File: config.mk
export PLATFORM = sky130hd
export DESIGN_NAME = sw_debounce
export DESIGN_NICKNAME = d
export VERILOG_FILES = /design/src/rtl/sw_debounce.sv
export SDC_FILE = /design/constraint.sdc
export NUM_CORES = 1
export LEC_CHECK = 0
export BUFFER_PORTS_ARGS = -buffer_cell sky130_fd_sc_hd__buf_4
export CORE_MARGIN = 10
export CORE_UTILIZATION = 30
export CTS_CLUSTER_DIAMETER = 60
export CTS_CLUSTER_SIZE = 28
export DETAILED_ROUTE_END_ITERATION = 8
export MAX_ROUTING_LAYER = met4
export PLACE_DENSITY = 0.46
export SYNTH_ARGS = -nofsm -noshare
export SYNTH_HDL_FRONTEND = slang
export SYNTH_SLANG_ARGS = --single-unit
File: constraint.sdc
create_clock -name clk -period 5.7 [get_ports clk]
set_input_delay 0.285 -clock clk [delete_from_list [all_inputs] [get_ports clk]]
set_output_delay 0.285 -clock clk [all_outputs]
set_load 0.005 [all_outputs]
File: src/rtl/sw_debounce.sv
// -----------------------------------------------------------------------------
// sw_debounce
// Per-bit switch debouncer. Each raw switch bit is brought into the clk
// domain through a two-flop synchronizer. A per-bit counter then measures
// how many consecutive cycles the synchronized level has disagreed with
// the debounced level. A bit is accepted only after STABLE_CYCLES such
// cycles in a row; any agreeing cycle restarts the measurement.
//
// Ports
//   clk        : single clock, all state on the rising edge
//   rst        : asynchronous active-low reset
//   sw_in      : raw asynchronous switch levels [WIDTH]
//   sw_stable  : debounced switch vector [WIDTH]
//   chg_pulse  : one-cycle pulse on every edge where sw_stable changes
//   chg_mask   : bits of sw_stable that changed on that edge, else zero
//   chg_count  : 8-bit wrapping count of chg_pulse events
//   any_on     : OR-reduction of sw_stable, aligned with sw_stable
//
// Parameters
//   WIDTH          : number of switch bits
//   STABLE_CYCLES  : consecutive disagreeing cycles before accept (2..65535)
//   CNT_W          : counter width; must satisfy 2**CNT_W > STABLE_CYCLES
// -----------------------------------------------------------------------------
module sw_debounce #(
  parameter int unsigned WIDTH         = 8,
  parameter int unsigned STABLE_CYCLES = 16,
  parameter int unsigned CNT_W         = 16
) (
  input  logic             clk,
  input  logic             rst,
  input  logic [WIDTH-1:0] sw_in,
  output logic [WIDTH-1:0] sw_stable,
  output logic             chg_pulse,
  output logic [WIDTH-1:0] chg_mask,
  output logic [7:0]       chg_count,
  output logic             any_on
);

  // Counter value on the cycle that completes a full disagreeing run.
  localparam logic [CNT_W-1:0] CNT_LAST = CNT_W'(STABLE_CYCLES - 1);

  logic [WIDTH-1:0] sync1;
  logic [WIDTH-1:0] sync2;
  logic [CNT_W-1:0] cnt [WIDTH];

  logic [WIDTH-1:0] differ_c;
  logic [WIDTH-1:0] accept_c;
  logic [WIDTH-1:0] stable_next_c;

  // Two-flop synchronizer; nothing downstream looks at sw_in directly.
  always_ff @(posedge clk or negedge rst) begin
    if (!rst) begin
      sync1 <= '0;
      sync2 <= '0;
    end else begin
      sync1 <= sw_in;
      sync2 <= sync1;
    end
  end

  // A bit accepts on the edge where its run of disagreement reaches
  // STABLE_CYCLES; the new debounced vector is formed here so that
  // any_on can be registered from it on the same edge.
  always_comb begin
    differ_c      = sync2 ^ sw_stable;
    accept_c      = '0;
    for (int unsigned i = 0; i < WIDTH; i++) begin
      accept_c[i] = differ_c[i] && (cnt[i] == CNT_LAST);
    end
    stable_next_c = sw_stable ^ accept_c;
  end

  // Per-bit stability counters; agreement or acceptance restarts at zero.
  always_ff @(posedge clk or negedge rst) begin
    if (!rst) begin
      for (int unsigned i = 0; i < WIDTH; i++) begin
        cnt[i] <= '0;
      end
    end else begin
      for (int unsigned i = 0; i < WIDTH; i++) begin
        if (!differ_c[i] || accept_c[i]) begin
          cnt[i] <= '0;
        end else begin
          cnt[i] <= cnt[i] + CNT_W'(1);
        end
      end
    end
  end

  // Debounced outputs and change reporting, all updated on the accept edge.
  always_ff @(posedge clk or negedge rst) begin
    if (!rst) begin
      sw_stable <= '0;
      chg_pulse <= 1'b0;
      chg_mask  <= '0;
      chg_count <= 8'd0;
      any_on    <= 1'b0;
    end else begin
      sw_stable <= stable_next_c;
      chg_pulse <= |accept_c;
      chg_mask  <= accept_c;
      any_on    <= |stable_next_c;
      // One event per edge regardless of how many bits accepted; wraps.
      if (|accept_c) begin
        chg_count <= chg_count + 8'd1;
      end
    end
  end

endmodule

; After elaboration in Yosys (flattened, before gate mapping)
; Index checks and enable logic that the tools add are counted.
[classes]
n_addsub = 9
n_eq_ne = 8
n_mux = 8
bitwise = 2
n_reduce_logical = 26
[op_table]
columns = operator, count
row1 = $add A16 B1 Y16 const B, 8
row2 = $eq A16 B4 Y1 const B, 8
row3 = $mux W16, 8
row4 = $reduce_or A8 Y1, 2
row5 = $xor A8 B8 Y8, 2
row6 = $add A8 B1 Y8 const B, 1
row7 = $logic_and A1 B1 Y1, 8
row8 = $logic_not A1 Y1, 8
row9 = $logic_or A1 B1 Y1, 8
[totals]
reg_bits = 170
inputBits = 10
out_inout_bits = 26
word_cells = 68

; Longest topological paths before layout
; Gate-level depths: netlist (run 1).
[logic_depth]
depth_word = 4
depth_mapped = 8
mapped_depth_nobuf = 7

; Worst setup path before layout (run 1)
; Ideal clock, no wire load.
[synth_path]
path_kind = register -> register
from = register cnt[96] in the netlist's numbering
to = register chg_count[1]
setup_time_ns = 0.127
arrival_time_ns = 1.907
required_time_ns = 5.573
slack_ns = 3.665
path_stages_with_launch = 7
n_path_buf = 0
period_less_slack_ns = 2.035
cell_sequence = dfrtp_1 ha_1 and3_1 nand4_1 o22ai_2 nor4_4 mux2_1
[synth_via]
elab_chain_cells = 3
[synth_lines]
columns = element, line
row1 = start: declaration, 44  ; logic [CNT_W-1:0] cnt [WIDTH];
row2 = start signal: indexed assignment, 84  ; cnt[i] <= cnt[i] + CNT_W'(1);
row3 = $eq A16 B4 Y1, 68  ; accept_c[i] = differ_c[i] && (cnt[i] == CNT_LAST);
row4 = $logic_and A1 B1 Y1, 68
row5 = $reduce_or A8 Y1, 104  ; if (|accept_c) begin
row6 = end signal: assignment, 105  ; chg_count <= chg_count + 8'd1;
row7 = end: declaration, 35  ; output logic [7:0] chg_count,
; Every way passes these cells.
; A chain may end at the register's enable or synchronous reset.

; Worst setup path after layout (run 1)
[layout_path]
from = register cnt[76] in the netlist's numbering
to = register any_on
[layout_via]
elab_chain_cells = 4
[layout_lines]
columns = element, line
row1 = $eq A16 B4 Y1, 68
row2 = $logic_and A1 B1 Y1, 68
row3 = $xor A8 B8 Y8, 70  ; stable_next_c = sw_stable ^ accept_c;
row4 = named net stable_next_c[3], 48  ; logic [WIDTH-1:0] stable_next_c;
row5 = $reduce_or A8 Y1, 102  ; any_on <= |stable_next_c;
row6 = end signal: assignment, 102
row7 = end: declaration, 36  ; output logic any_on
; The timed path passes the listed nets, and every way through them passes these cells.

==> run_results.csv, run 1 <==
group,metric,value,unit
run_status,status,"finished, final reports clean",
sta,setup_violations,0,
floorplanning,die_h,178,um
min_path,hp-class,"reg -> reg",
setup_path,r2r.worst_path.cells,5,
yosys,yosys.cell_types.count,28,
power_and_ir_drop,p_clk_share,46.7,%
sta,timing.fmax,417,MHz
floorplanning,core,24500,um^2
min_path,hold_end,"sync2[1]",
yosys,synth.area.top_cells,"dfrtp_1 57%, xor2_1 7.6%, nor2_1 6.9%, xnor2_1 6.4%, nand3_1 2.9%",
cts,h-tree-depth,4,
power_and_ir_drop,netSwitchingFraction,22.2,%
placed_design,io_buffers,35,
sta,tightest_slew,851,ps
setup_path,worst-path-buf-inv,0,
sta,grt_setup_unrepaired,"false",
global_routing,grt_pass1_vias,5284,
placed_design,hpwl,10500,um
drt,avgRoutedWirePerCell,13.9,um
cts,cts_root_buf,"clkbuf_16",
setup_path,cp.depth,5,
setup_path,critPathLaunch,"cnt[76]",
sta,fin_crit,2400,ps
global_routing,grt_max_degree,67,
min_path,hold_depth,0,
floorplanning,dieArea,31800,um^2
sta,fin_worst_skew,12.2,ps
setup_path,cp_slowest_cell,"nor4_1",
final_layout,utilization,36.2,%
setup_path,path_cells,"nor4_1 -> nand4_1 -> mux2_2 -> nor4_1 -> nand2_1",
floorplanning,core.rowCount,57,
power_and_ir_drop,combinationalPowerShare,3.1,%
sta,slew_viol_final,0,
cts,tritoncts,"done",
setup_path,crit_type,"reg -> reg",
yosys,synth_top_area_cell,"dfrtp_1",
global_routing,grt_pass1_wl,25900,um
power_and_ir_drop,leakage,3.90,nW
min_path,worstHoldStart,"sync1[1]",
cts,cts.sinks,170,
setup_path,crit_path_start_kind,"flop",
yosys,netlist_instances,699,
setup_path,crit_required,5970,ps
drt,postRouteAntennaNets,0,
floorplanning,io_pins,36,
power_and_ir_drop,p_int,1.93,mW
sta,max-slew-margin-rel,43.3,%
cts,insertion_delay,420,ps
placed_design,gp_congestion,0.809,
drt,drcViolationCount,0,
final_layout,mostFrequentLayoutCell,"dfrtp_1",
yosys,yosysTopAreaCellShare,56.6,%
power_and_ir_drop,p_seq_share,50.2,%
setup_path,crit_family,"simple AND/OR/NAND/NOR gates",
drt,vias,5098,
final_layout,fin_nets,774,
global_routing,overflow,0,
setup_path,cp-end-kind,"flop",
final_layout,stdcell_area,8850,um^2
final_layout,synthToLayoutAreaGrowth,17.8,%
yosys,syn_area,7510,um^2
final_layout,final_cell_mix,"170 x dfrtp_1, 139 x nor2_1, 65 x xor2_1",
yosys,synth_warnings,0,
final_layout,drive_above_1_share,12.9,%
cts,clockBufferDepth,2,
cts,path_clk_slew,70,ps
setup_path,cp_slowest_stage_delay,640,ps
setup_path,path_max_fanout,5,
yosys,synth_seq_cells,170,
setup_path,ff2ff_setup_slack,3300,ps
setup_path,rr_startpoint,"cnt[76]",
global_routing,antenna_found_initial,0,
drt,initialDrtViolationCount,225,
sta,tns,0,ps
setup_path,rr_endpoint,"any_on",
power_and_ir_drop,p_sw,0.550,mW
yosys,syn_area_per_cell,10.7,um^2
drt,vias_per_cell,4.67,
sta,whs,349,ps
drt,first_pass_iters,4,
floorplanning,start_util,30.7,%
yosys,seq_area_frac_synth,56.6,%
final_layout,diodes,0,
sta,hold_violations,0,
placed_design,place_area,8160,um^2
flow_run,cap_viol_max_count,0,
drt,routed_wirelength,15100,um
cts,numCtsBuffers,17,
global_routing,track_usage,10.3,%
power_and_ir_drop,peakVddDrop,0.000175,V
final_layout,nFillCells,2411,
setup_path,cp_common_cell,"nor4_1",
setup_path,worstPathArrival,2660,ps
sta,finalCritPeriodShare,42.0,%
floorplanning,die_x,178,um
cts,post-cts-setup-buffers,0,
yosys,syn-num-nets,718,
power_and_ir_drop,cellPowerDensity,280,nW/um^2
[power groups by stage]
| stage | clock network [mW] | logic (mW) | registers [mW] |
|---|---|---|---|
| floorplan | 0 | 0.0355 | 1.26 |
| global placement | 0 | 0.0741 | 1.26 |
| detailed placement | 0 | 0.0758 | 1.26 |
| CTS | 1.19 | 0.0813 | 1.24 |
| global route | 1.25 | 0.0913 | 1.24 |
| finish | 1.16 | 0.0774 | 1.24 |
[worst max path at each step]
stage / end / slack, ps
after CTS: any_on / 3280
final: any_on / 3300
after floorplan: chg_count[1] / 3670
after global placement: any_on / 3300
after global routing: any_on / 3160
after detailed placement: any_on / 3310
[worst register-to-register path: cells and delay by family, from the launching register on]
family	cells	cell delay, ps
and+or+nand+nor	4	1460
muxes	1	380
DFF	1	420
[sequential cells by signal, indices dropped and copies added (netlist names)]
signal / count
chg_pulse: 1
chg_mask: 8
sw_stable: 8
any_on: 1
chg_count: 8
sync2: 8
sync1: 8
cnt: 128
[Yosys cell counts (all sizes together)]
| master | number |
|---|---|
| and4 | 3 |
| clkbuf | 8 |
| nor2 | 139 |
| inv | 5 |
| mux2 | 9 |
| and3 | 28 |
| buf | 1 |
| nor4b | 1 |
| nand2b | 2 |
| nor4 | 31 |
| nor3 | 8 |
| nor3b | 2 |
| o22ai | 4 |
| xnor2 | 55 |
| nand2 | 48 |
| or3 | 10 |
| nand3 | 44 |
| xor2 | 65 |
| dfrtp | 170 |
| ha | 9 |
| o21ai | 9 |
| a21oi | 13 |
| nand4 | 31 |
| or2 | 4 |
[what timing repair did]
item,4_1_cts,5_1_grt
hold endpoints to repair,67,0
resized for setup,0,0
hold buffers,9,0
[through the flow]
| step | setup WS [ps] | power (mW) | instances |
|---|---|---|---|
| after detailed placement | 3310 | 1.34 | 1051 |
| final | 3300 | 2.48 | 1092 |
| after global routing | 3160 | 2.58 | 1092 |
| after global placement | 3300 | 1.34 | 1051 |
| after floorplan | 3670 | 1.30 | 699 |
| after CTS | 3280 | 2.52 | 1092 |
[cells by family (layout without fill, tap and decap cells)]
logic type                 count (synthesis)  after routing  synth area share (%)
DFF                                      170            170                  56.6
AOI/OAI and AO/OA                         26             26                  2.13
and+or+nand+nor                          351            351                  23.7
buffers and inverters                     14             83                 0.716
adders and majority gates                  9              9                  1.50
muxes                                      9              9                  1.35
xor gates and xnor gates                 120            120                  14.0
[layer usage]
layer / GRT usage (%) / wire [um] / vias to the layer above
li1: - / - / 2512
met1: 13.4 / 7550 / 2510
met2: 15.4 / 6930 / 63
met3: 2.85 / 517 / 13
met4: 3.10 / 143 / 0
met5: - / 0 / -
[layout make-up]
cell class	count	area [um^2]	area share, %
flip-flops and latches	170	4250	48.1
multi-input cells	515	3200	36.2
clock buffers	20	457	5.16
well taps	324	405	4.58
repair buffers	46	372	4.20
clock inverters	12	138	1.56
inverters	5	18.8	0.212
No activity file was read; power rests on OpenSTA's default activity.
==> inputs of run 2 (changes only) <==
--- a/config.mk
+++ b/config.mk
@@ -12,7 +12,7 @@
 export CTS_CLUSTER_SIZE = 28
 export DETAILED_ROUTE_END_ITERATION = 8
 export MAX_ROUTING_LAYER = met4
-export PLACE_DENSITY = 0.46
+export PLACE_DENSITY = 0.47
 export SYNTH_ARGS = -nofsm -noshare
 export SYNTH_HDL_FRONTEND = slang
 export SYNTH_SLANG_ARGS = --single-unit
==> constraint.sdc (replaced) <==
create_clock -name clk -period 2.2 [get_ports clk]
set_input_delay 0.11 -clock clk [delete_from_list [all_inputs] [get_ports clk]]
set_output_delay 0.11 -clock clk [all_outputs]
set_load 0.005 [all_outputs]
==> run 2 against run 1 <==
Effect of this change: routed wire length shrank 1.6%; hold slack lost 200 ps; final cell count grew 3.5%; largest cell class unchanged; highest routed layer unchanged.
==> run_results.csv, run 2 (synthesized netlist as in run 1, its figures left out) <==
group,metric,value,unit
floorplanning,die_h,178,um
sta,fin_worst_skew,14.1,ps
floorplanning,core.rowCount,57,
global_routing,track_usage,10.3,%
final_layout,final_cell_mix,"170 x dfrtp_1, 139 x nor2_1, 74 x buf_4",
floorplanning,dieArea,31800,um^2
sta,setup_ws,90.6,ps
drt,vias_per_cell,4.51,
drt,routed_wirelength,14900,um
placed_design,dp_worst_setup_slack,84.0,ps
setup_path,ff2ff_setup_slack,90,ps
placed_design,hpwl,10200,um
final_layout,drive_above_1_share,17.0,%
setup_path,crit_required,2510,ps
power_and_ir_drop,peakVddDrop,0.000366,V
setup_path,cp-end-kind,"flop",
final_layout,mostFrequentLayoutCell,"dfrtp_1",
cts,path_clk_slew,70,ps
floorplanning,core,24500,um^2
cts,cts.sinks,170,
sta,grt_setup_unrepaired,"true",
sta,tightest_slew,597,ps
power_and_ir_drop,cellPowerDensity,716,nW/um^2
power_and_ir_drop,combinationalPowerShare,3.4,%
sta,slew_viol_final,0,
global_routing,grt_pass1_wl,25900,um
cts,clockBufferDepth,2,
drt,vias,5095,
drt,postRouteAntennaNets,0,
sta,fin_crit,2110,ps
flow_run,cap_viol_max_count,0,
global_routing,grt_max_degree,74,
run_status,status,"finished, final reports clean",
final_layout,regMostFlops,"cnt",
power_and_ir_drop,p_clk_share,47.8,%
sta,timing.fmax,474,MHz
setup_path,crit_path_start_kind,"flop",
placed_design,gp_congestion,0.770,
global_routing,overflow,0,
sta,max-slew-margin-rel,59.8,%
floorplanning,io_pins,36,
power_and_ir_drop,leakage,4.12,nW
setup_path,path_max_fanout,8,
setup_path,r2r.worst_path.cells,8,
floorplanning,start_util,30.7,%
drt,avgRoutedWirePerCell,13.2,um
final_layout,diodes,0,
drt,initialDrtViolationCount,280,
final_layout,synthToLayoutAreaGrowth,22.5,%
cts,numCtsBuffers,17,
placed_design,dp_cells,1090,
setup_path,worstPathArrival,2420,ps
final_layout,fin_nets,814,
power_and_ir_drop,p_seq_share,48.8,%
min_path,hp-class,"in -> async",
sta,setup_violations,0,
cts,cts_root_buf,"clkbuf_16",
power_and_ir_drop,p_sw,1.38,mW
sta,hold_violations,0,
power_and_ir_drop,p_int,5.21,mW
drt,first_pass_iters,4,
cts,tritoncts,"done",
setup_path,crit_type,"reg -> reg",
global_routing,antenna_found_initial,0,
global_routing,grt_pass1_vias,5329,
final_layout,final_cells,1130,
cts,insertion_delay,420,ps
placed_design,io_buffers,35,
sta,finalCritPeriodShare,95.9,%
cts,h-tree-depth,4,
floorplanning,die_x,178,um
power_and_ir_drop,netSwitchingFraction,20.9,%
drt,drcViolationCount,0,
final_layout,largest_reg_flops,128,
run 2: metrics by stage:
stage	util, %	power [mW]	cell area (um^2)	hold slack [ps]	TNS (ps)
final	37.6	6.58	9200	147	0
after CTS	37.5	6.71	9180	143	0
after global placement	34.7	3.50	8480	39.0	0
after detailed placement	34.7	3.49	8480	36.1	0
after global routing	37.6	6.86	9200	164	-16.4
after floorplan	-	3.36	7510	-186	0
run 2: path summary, 6_finish.rpt:
| check | endpoint | start |
|---|---|---|
| setup / recovery | chg_count[1] | cnt[96] |
| hold / removal | cnt[40] | rst |
| min in group clk | sync1[7] | sw_in[7] |
| setup reg to reg | chg_count[1] | cnt[96] |
| hold reg to reg | sync2[1] | sync1[1] |
| max in group asynchronous | cnt[98] | rst |
run 2: metal layers:
layer	vias to the layer above	GRT usage, %	share of wire (%)
li1	2588	-	-
met1	2445	13.4	50
met2	51	15.2	45
met3	11	2.92	3.9
met4	0	3.31	1.2
met5	-	-	0
run 2: final cells by class:
class / instances / area [um^2]
well taps: 324 / 405
clock inverters: 8 / 144
fillers: 2394 / 15300
flip-flops and latches: 170 / 4250
inverters: 5 / 18.8
clock buffers: 22 / 464
multi-input cells: 515 / 3220
repair buffers: 86 / 697
run 2: critical path: stages (launching register included):
cell and delay, ps:
dfrtp_1 390, ha_1 220, and3_2 250, nand4_1 120
buf_4 140, o22ai_4 70, nor4_4 280, buf_4 200
mux2_1 320
run 2: power by group through the flow:
stage          Clock [mW]  Sequential [mW]  Combinational [mW]
3_5_place_dp            0             3.27               0.221
6_report             3.14             3.22               0.225
5_1_grt              3.38             3.22               0.264
2_1_floorplan           0             3.27              0.0920
4_1_cts              3.26             3.22               0.236
3_3_place_gp            0             3.27               0.222
run 2: repair_timing:
item	CTS	global route
resized for setup	0	3
buffers inserted	0	1
endpoints found under the setup margin	0	4
endpoints found under the hold margin	65	0
hold buffers	9	0
